$ cat src/rtl/store_instruction_type.sv
//------------------------------------------------------------------------------
// Module      : store_instruction_type
// Description : MEM-stage store-data formatter; masks register data to the
//               store width and registers it with byte-lane enables.
// Revision    : 1.0 - initial release
//------------------------------------------------------------------------------
`default_nettype none

module store_instruction_type #(
  parameter int DATA_W = 32,
  parameter int TYPE_W = 3
) (
  input  logic                i_clk,
  input  logic                i_reset,
  input  logic                i_valid,
  input  logic [TYPE_W-1:0]   is_load_store_type,
  input  logic [DATA_W-1:0]   i_data_to_mem,
  output logic [DATA_W-1:0]   o_store,
  output logic [DATA_W/8-1:0] o_byte_en,
  output logic                o_valid
);

  localparam int                BE_W   = DATA_W / 8;
  localparam logic [TYPE_W-1:0] C_SB   = TYPE_W'(0);
  localparam logic [TYPE_W-1:0] C_SH   = TYPE_W'(1);
  localparam logic [TYPE_W-1:0] C_SW   = TYPE_W'(3);

  logic [DATA_W-1:0] w_store;
  logic [BE_W-1:0]   w_byte_en;
  logic [DATA_W-1:0] r_store;
  logic [BE_W-1:0]   r_byte_en;
  logic              r_valid;

  // Unsupported codes yield no data and no lanes so memory is left untouched.
  always_comb begin
    w_store   = '0;
    w_byte_en = '0;
    case (is_load_store_type)
      C_SB: begin
        w_store[7:0] = i_data_to_mem[7:0];
        w_byte_en    = BE_W'(4'b0001);
      end
      C_SH: begin
        w_store[15:0] = i_data_to_mem[15:0];
        w_byte_en     = BE_W'(4'b0011);
      end
      C_SW: begin
        w_store   = i_data_to_mem;
        w_byte_en = '1;
      end
      default: begin
        w_store   = '0;
        w_byte_en = '0;
      end
    endcase
  end

  always_ff @(posedge i_clk) begin
    if (i_reset) begin
      r_store   <= '0;
      r_byte_en <= '0;
      r_valid   <= 1'b0;
    end else begin
      r_valid <= i_valid;
      if (i_valid) begin
        r_store   <= w_store;
        r_byte_en <= w_byte_en;
      end
    end
  end

  assign o_store   = r_store;
  assign o_byte_en = r_byte_en;
  assign o_valid   = r_valid;

endmodule

`default_nettype wire

$ cat config.mk
export PLATFORM = sky130hd
export DESIGN_NAME = store_instruction_type
export DESIGN_NICKNAME = d
export VERILOG_FILES = /design/src/rtl/store_instruction_type.sv
export SDC_FILE = /design/constraint.sdc
export NUM_CORES = 1
export LEC_CHECK = 0
export ABC_AREA = 1
export ABC_CLOCK_PERIOD_IN_PS = 970
export CAP_MARGIN = 40
export CORE_ASPECT_RATIO = 0.9
export CORE_UTILIZATION = 46
export DETAILED_ROUTE_END_ITERATION = 8
export DONT_BUFFER_PORTS = 1
export PLACE_DENSITY = 0.64
export SETUP_SLACK_MARGIN = 0.15
export SLEW_MARGIN = 20
export SYNTH_ARGS = -nofsm -noshare
export SYNTH_HDL_FRONTEND = slang
export SYNTH_SLANG_ARGS = --single-unit
$ cat constraint.sdc
create_clock -name i_clk -period 0.97 [get_ports i_clk]
set_input_delay 0.194 -clock i_clk [delete_from_list [all_inputs] [get_ports i_clk]]
set_output_delay 0.194 -clock i_clk [all_outputs]
set_load 0.05 [all_outputs]
==> results of run 1 <==
-- routing by layer --
| metal | track usage | vias to the layer above |
|---|---|---|
| met5 | 0 | - |
| met4 | 0.05952 | 0 |
| met3 | 0.08068 | 4 |
| met2 | 0.3750 | 62 |
| met1 | 0.2250 | 606 |
| li1 | - | 645 |
-- cell type report --
class | instances | area (µm²) | area share
repair buffers | 52 | 670.6 | 0.3206
multi-input cells | 112 | 525.5 | 0.2512
flip-flops and latches | 36 | 765.7 | 0.3660
clock buffers | 8 | 58.81 | 0.02811
inverters | 5 | 21.27 | 0.01017
well taps | 40 | 50.05 | 0.02392
-- cell usage after synthesis --
library cell  number
dfxtp_1           36
nor2_1             4
buf_2              3
clkbuf_1           2
a21oi_1           33
nand3_1           16
a31oi_1            1
nand2_1           36
nand2_2            2
clkbuf_2           1
nand3_2            1
o21ai_0           18
buf_6              3
buf_4              3
inv_2              1
inv_1              4
nor2_4             1
-- power by group through the flow --
stage / sequential (mW) / clock, mW / combinational, mW
CTS: 1.59 / 0.838 / 0.515
finish: 1.59 / 0.818 / 0.559
global placement: 1.61 / 0 / 0.435
detailed placement: 1.61 / 0 / 0.444
floorplan: 1.81 / 0 / 0.170
global route: 1.60 / 0.912 / 0.586
-- flip-flops by register name, indices dropped and copies added, names as in the netlist --
register   cells
o_valid        1
o_byte_en      3
o_store       32
-- final timing paths --
path,from,end,slack (ns),cells after the start
setup reg to reg,o_store[18],o_store[18],0.20,3
hold reg to reg,o_store[16],o_store[16],0.48,2
setup / recovery,o_byte_en[2],o_byte_en[2],-0.08,1
hold / removal,i_valid,o_store[10],-0.05,1
-- stage by stage --
step           std cells  hold WS (ns)  area, µm²  setup WS [ns]  setup TNS (ns)
5_1_grt              253      -0.08286       2092        -0.1252          -3.395
4_1_cts              245      -0.05957       1964       -0.09604          -2.410
6_report             253      -0.05124       2092       -0.07855          -1.640
3_3_place_gp         230        0.2587       1664         0.1360               0
2_1_floorplan        165        0.3288       1396        0.04694               0
3_5_place_dp         230        0.2612       1664       0.009953               0
-- kinds of logic (layout without fill, tap and decap cells) --
logic type / Yosys count / count (layout)
AOI/OAI and AO/OA: 52 / 52
DFF: 36 / 36
buffers and inverters: 17 / 65
and+or+nand+nor: 60 / 60
-- timing repair --
item / in CTS / in global routing
hold buffers: 3 / 5
hold endpoints to repair: 35 / 24
buffers inserted: 4 / 3
endpoints found under the setup margin: 37 / 54
gates resized for setup: 49 / 15
==> results_dict.tcl, run 1 <==
set metrics [dict create \
    status "finished with violations" \
    violations "negative hold slack, negative setup slack" \
    wl_um 3549 \
    postSynthAreaPerCell_um2 8.175 \
    final.fill_count 210 \
    final_core_util 0.7552 \
    worst-setup-path-type "register to output port" \
    wl_met2_um 1940 \
    synth_top_area_cell "dfxtp_1" \
    top_layer "met4" \
    cts_inserted_buffers 5 \
    yosysTopAreaCellShare 0.5343 \
    grt-ovfl-total 0 \
    irDropWorstVdd_v 0.001444 \
    seqPwrFrac 0.536 \
    timing.final.hold_violations 17 \
    cts_tree "done" \
    setup_ws_ns -0.07855 \
    hold_slack_ns -0.05124 \
    first_pass_iters 4 \
    antenna_found_initial 0 \
    cts.path.max_buffers 2 \
    gp_congestion 0.7049 \
    internal-power_mw 2.129 \
    detail-route-antenna-nets 0 \
    cp-end-kind "output port" \
    syn-num-nets 203 \
    syn-cell-area_um2 1349 \
    power_density_nw_per_um2 1420 \
    grt_max_degree 54 \
    tightest_slew_ns 0.5943 \
    finClkSkew_ns 0 \
    syn_inst 165 \
    p_total_mw 2.971 \
    dp_hpwl_um 2180 \
    drt-vias-per-instance 5.206 \
    synthMuxAreaShare 0 \
    core_area_um2 2770 \
    start_util 0.4869 \
    port_buffers 0 \
    layout_min_cycle_time_ns 1.049 \
    n_antenna_cell 0 \
    drv_cap 0 \
    synth_top_family_by_area "simple AND/OR/NAND/NOR gates" \
    synth-xor-area-share 0 \
    grt_pass1_vias 1084 \
    drive_above_1_share 0.4272 \
    path_buf_inv 1 \
    cp_slowest_stage_delay_ns 0.36 \
    clkSlewWorstSetupHoldPaths_ns 0.10 \
    grt_first_pass_wirelength_um 4747 \
    wl_per_cell_um 14.03 \
    ys_seq_area_frac 0.5343 \
    cp.arrival_ns 0.85 \
    rows 18 \
    vias 1317 \
    cp-start-kind "register" \
    fmax_mhz 953.7 \
    synth-compound-area-share 0.1939 \
    crit_family "flip-flops" \
    synth_cell_type_count 17 \
    drt-met1-wl_um 1335 \
    synth-simple-area-share 0.1957 \
    p_clk_frac 0.275 \
    dr_wl_met3_um 244 \
    pwr-share-comb 0.188 \
    setup-violations-final 37 \
    die_h_um 53.37 \
    rsz0062_at_grt "yes" \
    area_growth_pct 55.10 \
    swShare 0.2833 \
    dieWidth_um 59.08 \
    slew_headroom 0.6038 \
    synth_area_leaders "dfxtp_1 (53%), a21oi_1 (12%), nand2_1 (10%)" \
    synthAdderAreaFrac 0 \
    die-area_um2 3153 \
    ys_seq_elements 36 \
    final_nets 250 \
    clk_latency_ns 0.32 \
    drcViolationCount 0 \
    crit_chain "buf_12" \
    power.leakage_nw 0.8388 \
    final_cell_mix "nand2_1 (36), dfxtp_2 (36), a21oi_1 (33), buf_8 (27), o21ai_0 (17)" \
    slew_violations 0 \
    cp_slowest_cell "dfxtp_2" \
    critPathMaxFanout 2 \
    drt_iter0_drc 59 \
    netSwitchingPower_mw 0.8416 \
    hp-class "primary input to register" \
    finalCritPeriodShare 1.081 \
    root_buffer "clkbuf_4" \
    ys.warnings.count 0 \
    clock-sinks 36 \
    required_ns 0.78 \
    track_usage 0.2080 \
    ioPinCount 75 \
    cts.htree.levels 2 \
]
Power figures use the tool's default switching activity.
==> run 2: changes to the inputs <==
Settings changed: CORE_UTILIZATION 46 to 50, PLACE_DENSITY 0.64 to 0.68, REMOVE_ABC_BUFFERS set to 1.
==> run 2 against run 1 <==
  * The flow finishes with violations (design-rule violations, negative hold slack, negative setup slack)
  * Clock power up 1%
  * Design area down 4.1%
  * Utilization rose by 4.4 points
  * Largest cell class unchanged
  * Highest routed layer unchanged
==> results_dict.tcl, run 2 (synthesis results as in run 1) <==
set metrics [dict create \
    status "finished with violations" \
    violations "design-rule violations, negative hold slack, negative setup slack" \
    critPathMaxFanout 2 \
    largest_reg_flops 32 \
    slew_violations 0 \
    fmax_mhz 940.9 \
    cts.path.max_buffers 2 \
    n_antenna_cell 0 \
    required_ns 0.78 \
    gp_congestion 0.6894 \
    irDropWorstVdd_v 0.0008558 \
    antenna_found_initial 0 \
    drv_cap 0 \
    rsz0062_at_grt "yes" \
    drt-vias-per-instance 5.563 \
    ioPinCount 75 \
    final_core_util 0.7991 \
    cp_slowest_cell "dfxtp_2" \
    area_growth_pct 48.70 \
    die_h_um 51.27 \
    finalCritPeriodShare 1.096 \
    drt_iter0_drc 87 \
    p_total_mw 2.970 \
    grt_max_degree 54 \
    clk_latency_ns 0.32 \
    grt_first_pass_wirelength_um 5092 \
    start_util 0.5374 \
    wl_um 3558 \
    clock-sinks 36 \
    cts_inserted_buffers 5 \
    drive_above_1_share 0.4238 \
    first_pass_iters 6 \
    hold_slack_ns -0.05770 \
    detail-route-antenna-nets 0 \
    rows 17 \
    port_buffers 0 \
    power.leakage_nw 0.8071 \
    cts.htree.levels 2 \
    grt-ovfl-total 0 \
    dp_hpwl_um 2049 \
    drcViolationCount 10 \
    vias 1324 \
    timing.final.hold_violations 17 \
    setup-violations-final 37 \
    grt_pass1_vias 1167 \
    core_area_um2 2510 \
    cp_slowest_stage_delay_ns 0.37 \
    path_buf_inv 1 \
    die-area_um2 2909 \
    dieWidth_um 56.75 \
    clkSlewWorstSetupHoldPaths_ns 0.10 \
    wl_per_cell_um 14.95 \
    final_cell_mix "nand2_1 (36), dfxtp_2 (36), a21oi_1 (33), buf_6 (18)" \
    finClkSkew_ns 0 \
    power_density_nw_per_um2 1481 \
    hp-class "primary input to register" \
    cts_tree "done" \
    worst-setup-path-type "register to output port" \
    final_nets 247 \
    cp.arrival_ns 0.87 \
    cp-end-kind "output port" \
    track_usage 0.2379 \
    root_buffer "clkbuf_4" \
    setup_ws_ns -0.09277 \
    crit_family "flip-flops" \
    cp-start-kind "register" \
    layout_min_cycle_time_ns 1.063 \
    tightest_slew_ns 0.6256 \
    slew_headroom 0.5829 \
    crit_chain "buf_12" \
]
run 2: metal layers:
metal	GRT usage	up-vias	share of wire
met5	0	-	0
met4	0.1504	0	0.019
met3	0.06582	9	0.055
met2	0.4028	53	0.53
met1	0.2667	622	0.39
li1	-	640	-
run 2: stage by stage:
stage / setup WS, ns / area [µm²] / std cells / TNS, ns / hold slack (ns)
detailed placement: 0.02381 / 1583 / 217 / 0 / 0.2675
global placement: 0.07932 / 1583 / 217 / 0 / 0.2648
floorplan: -0.2782 / 1265 / 153 / -0.5754 / 0.2631
CTS: -0.1094 / 1929 / 234 / -2.807 / -0.06833
global route: -0.1286 / 2006 / 238 / -3.351 / -0.08046
finish: -0.09277 / 2006 / 238 / -1.992 / -0.05770
run 2: worst paths after layout:
| check | start | slack (ns) | cells after the start | end |
|---|---|---|---|---|
| setup reg to reg | o_store[3] | 0.10 | 4 | o_store[3] |
| hold reg to reg | o_store[24] | 0.48 | 2 | o_store[24] |
| setup / recovery | o_byte_en[2] | -0.09 | 1 | o_byte_en[3] |
| hold / removal | i_valid | -0.06 | 1 | o_store[13] |
run 2: layout make-up:
class	instances	area, µm²
clock buffers	8	58.81
fillers	168	504.2
inverters	5	18.77
multi-input cells	112	529.3
flip-flops and latches	36	765.7
well taps	28	35.03
repair buffers	49	598.1
run 2: what timing repair did:
action	in CTS	in global routing
setup endpoints to repair	37	55
endpoints found under the hold margin	35	21
resized for setup	78	13
pin swaps	0	1
setup buffers	2	3
hold buffers	7	1
run 2: power by group:
part | leakage [nW] | switching [mW] | total, mW | internal (mW)
clock network | 0.0326 | 0.468 | 0.826 | 0.358
registers | 0.309 | 0.0469 | 1.59 | 1.55
logic | 0.465 | 0.338 | 0.549 | 0.211
total | 0.807 | 0.854 | 2.97 | 2.12
==> run 3: changes to the inputs <==
Settings changed: CORE_UTILIZATION 50 to 56, PLACE_DENSITY 0.68 to 0.74.
==> run 3 against run 2 <==
  * The flow finishes with violations (negative hold slack, negative setup slack)
  * Sequential power about the same
  * Flip-flop and latch count stayed put
  * Sequential share of layout area is 0.14 points lower
  * Hold slack worse by 0.0013 ns
  * Count of clock-buffer cells in the layout is the same
  * Register-to-register slack better by 0.03 ns
  * Power about the same
  * Setup slack improved by 0.011 ns
  * Design area increased by 0.37%
  * Global-route usage is 5.1 points higher
  * Clock power down 0.7%
  * Clock skew stayed put
  * Critical endpoint unchanged
  * Largest cell class unchanged
==> results_dict.tcl, run 3 (synthesis results as in run 1) <==
set metrics [dict create \
    status "finished with violations" \
    violations "negative hold slack, negative setup slack" \
    dpl_cell_area_um2 1602 \
    vias 1301 \
    r2r-start "o_store[16]" \
    drt-vias-per-instance 5.608 \
    drive_above_1_share 0.4390 \
    crit_start "o_byte_en[2]" \
    p_total_mw 2.972 \
    track_usage 0.2892 \
    core_area_um2 2222 \
    final_cell_mix "dfxtp_2 (36), nand2_1 (35), a21oi_1 (32), buf_8 (28), o21ai_0 (18)" \
    port_buffers 0 \
    rows 16 \
    required_ns 0.78 \
    finalCritPeriodShare 1.084 \
    grt-ovfl-total 0 \
    irDropWorstVdd_v 0.001344 \
    cp_slowest_stage_delay_ns 0.36 \
    crit_family "flip-flops" \
    die-area_um2 2609 \
    setup-violations-final 37 \
    cts.htree.levels 2 \
    drt-met1-wl_um 1539 \
    grt_pass1_vias 1275 \
    power_density_nw_per_um2 1476 \
    rsz0062_at_grt "yes" \
    drv_cap 0 \
    finalSetupTns_ns -1.858 \
    slew_violations 0 \
    clk_latency_ns 0.32 \
    dr_wl_met3_um 215 \
    cts.path.max_buffers 2 \
    wl_met2_um 1991 \
    hold_depth 1 \
    final_core_util 0.9060 \
    detail-route-antenna-nets 0 \
    slew_headroom 0.5652 \
    setup_ws_ns -0.08129 \
    wl_per_cell_um 16.21 \
    worst-setup-path-type "register to output port" \
    tightest_slew_ns 0.6522 \
    mostFrequentLayoutCell "dfxtp_2" \
    crit_cells 1 \
    final_nets 242 \
    first_pass_iters 4 \
    dp_hpwl_um 2083 \
    clock-sinks 36 \
    top_layer "met4" \
    cp.arrival_ns 0.86 \
    ioPinCount 75 \
    cp-end-kind "output port" \
    largest_reg_flops 32 \
    finClkSkew_ns 0 \
    rr_worst_depth 4 \
    antenna_found_initial 0 \
    postLayoutCellArea_um2 2013 \
    path_buf_inv 1 \
    hp-class "primary input to register" \
    fmax_mhz 951.2 \
    critPathMaxFanout 2 \
    place_ws_ns 0.07236 \
    clkSlewWorstSetupHoldPaths_ns 0.11 \
    timing.final.hold_violations 17 \
    grt_first_pass_wirelength_um 5485 \
    min-delay-start "i_valid" \
    hold_slack_ns -0.05903 \
    crit_chain "buf_12" \
    cp_slowest_cell "dfxtp_2" \
    power.leakage_nw 0.8035 \
    cts_inserted_buffers 5 \
    layout_min_cycle_time_ns 1.051 \
    hold_buffers 3 \
    cts_tree "done" \
    start_util 0.6070 \
    dieWidth_um 53.73 \
    grt_max_degree 54 \
    drcViolationCount 0 \
    gp_congestion 0.6631 \
    area_growth_pct 49.26 \
    wl_um 3761 \
    cp-start-kind "register" \
    n_antenna_cell 0 \
    die_h_um 48.56 \
    root_buffer "clkbuf_4" \
    drt_iter0_drc 40 \
]
run 3: cell types whose count changed in the layout (fill, tap and decap cells not counted), sizes merged:
cell | previous run | this run
dlygate4sd3 | 7 | 2
run 3: cell type report:
type	count	area [µm²]
Timing Repair Buffer	44	601.8
Fill cell	88	209.0
Multi-Input combinational cell	112	531.8
Inverter	5	21.27
Sequential cell	36	765.7
Tap cell	27	33.78
Clock buffer	8	58.81
run 3: what timing repair did:
action | in CTS | in global routing
setup endpoints to repair | 37 | 55
gates resized for setup | 83 | 21
setup buffers | 1 | 3
endpoints found under the hold margin | 35 | 18
run 3: path summary, 6_finish.rpt:
kind | end | slack, ns
worst max-delay path | o_byte_en[3] | -0.08
worst min-delay path | o_store[15] | -0.06
worst max register to register | o_store[16] | 0.13
worst min register to register | o_store[17] | 0.48
run 3: per-stage QoR:
step / cells / hold WS [ns]
CTS: 229 / -0.06291
global route: 232 / -0.06943
floorplan: 153 / 0.2631
finish: 232 / -0.05903
global placement: 217 / 0.2658
detailed placement: 217 / 0.2677
run 3: routing by layer:
metal  track usage  vias to the layer above
li1              -                      634
met1        0.3082                      614
met2        0.5185                       51
met3       0.09748                        2
met4       0.07895                        0
met5             0                        -
run 3: where the power goes:
| part | internal [mW] | leakage, nW | switching, mW |
|---|---|---|---|
| clock | 0.358 | 0.0326 | 0.462 |
| combinational | 0.211 | 0.462 | 0.341 |
| sequential | 1.55 | 0.309 | 0.0516 |
| total | 2.12 | 0.803 | 0.855 |
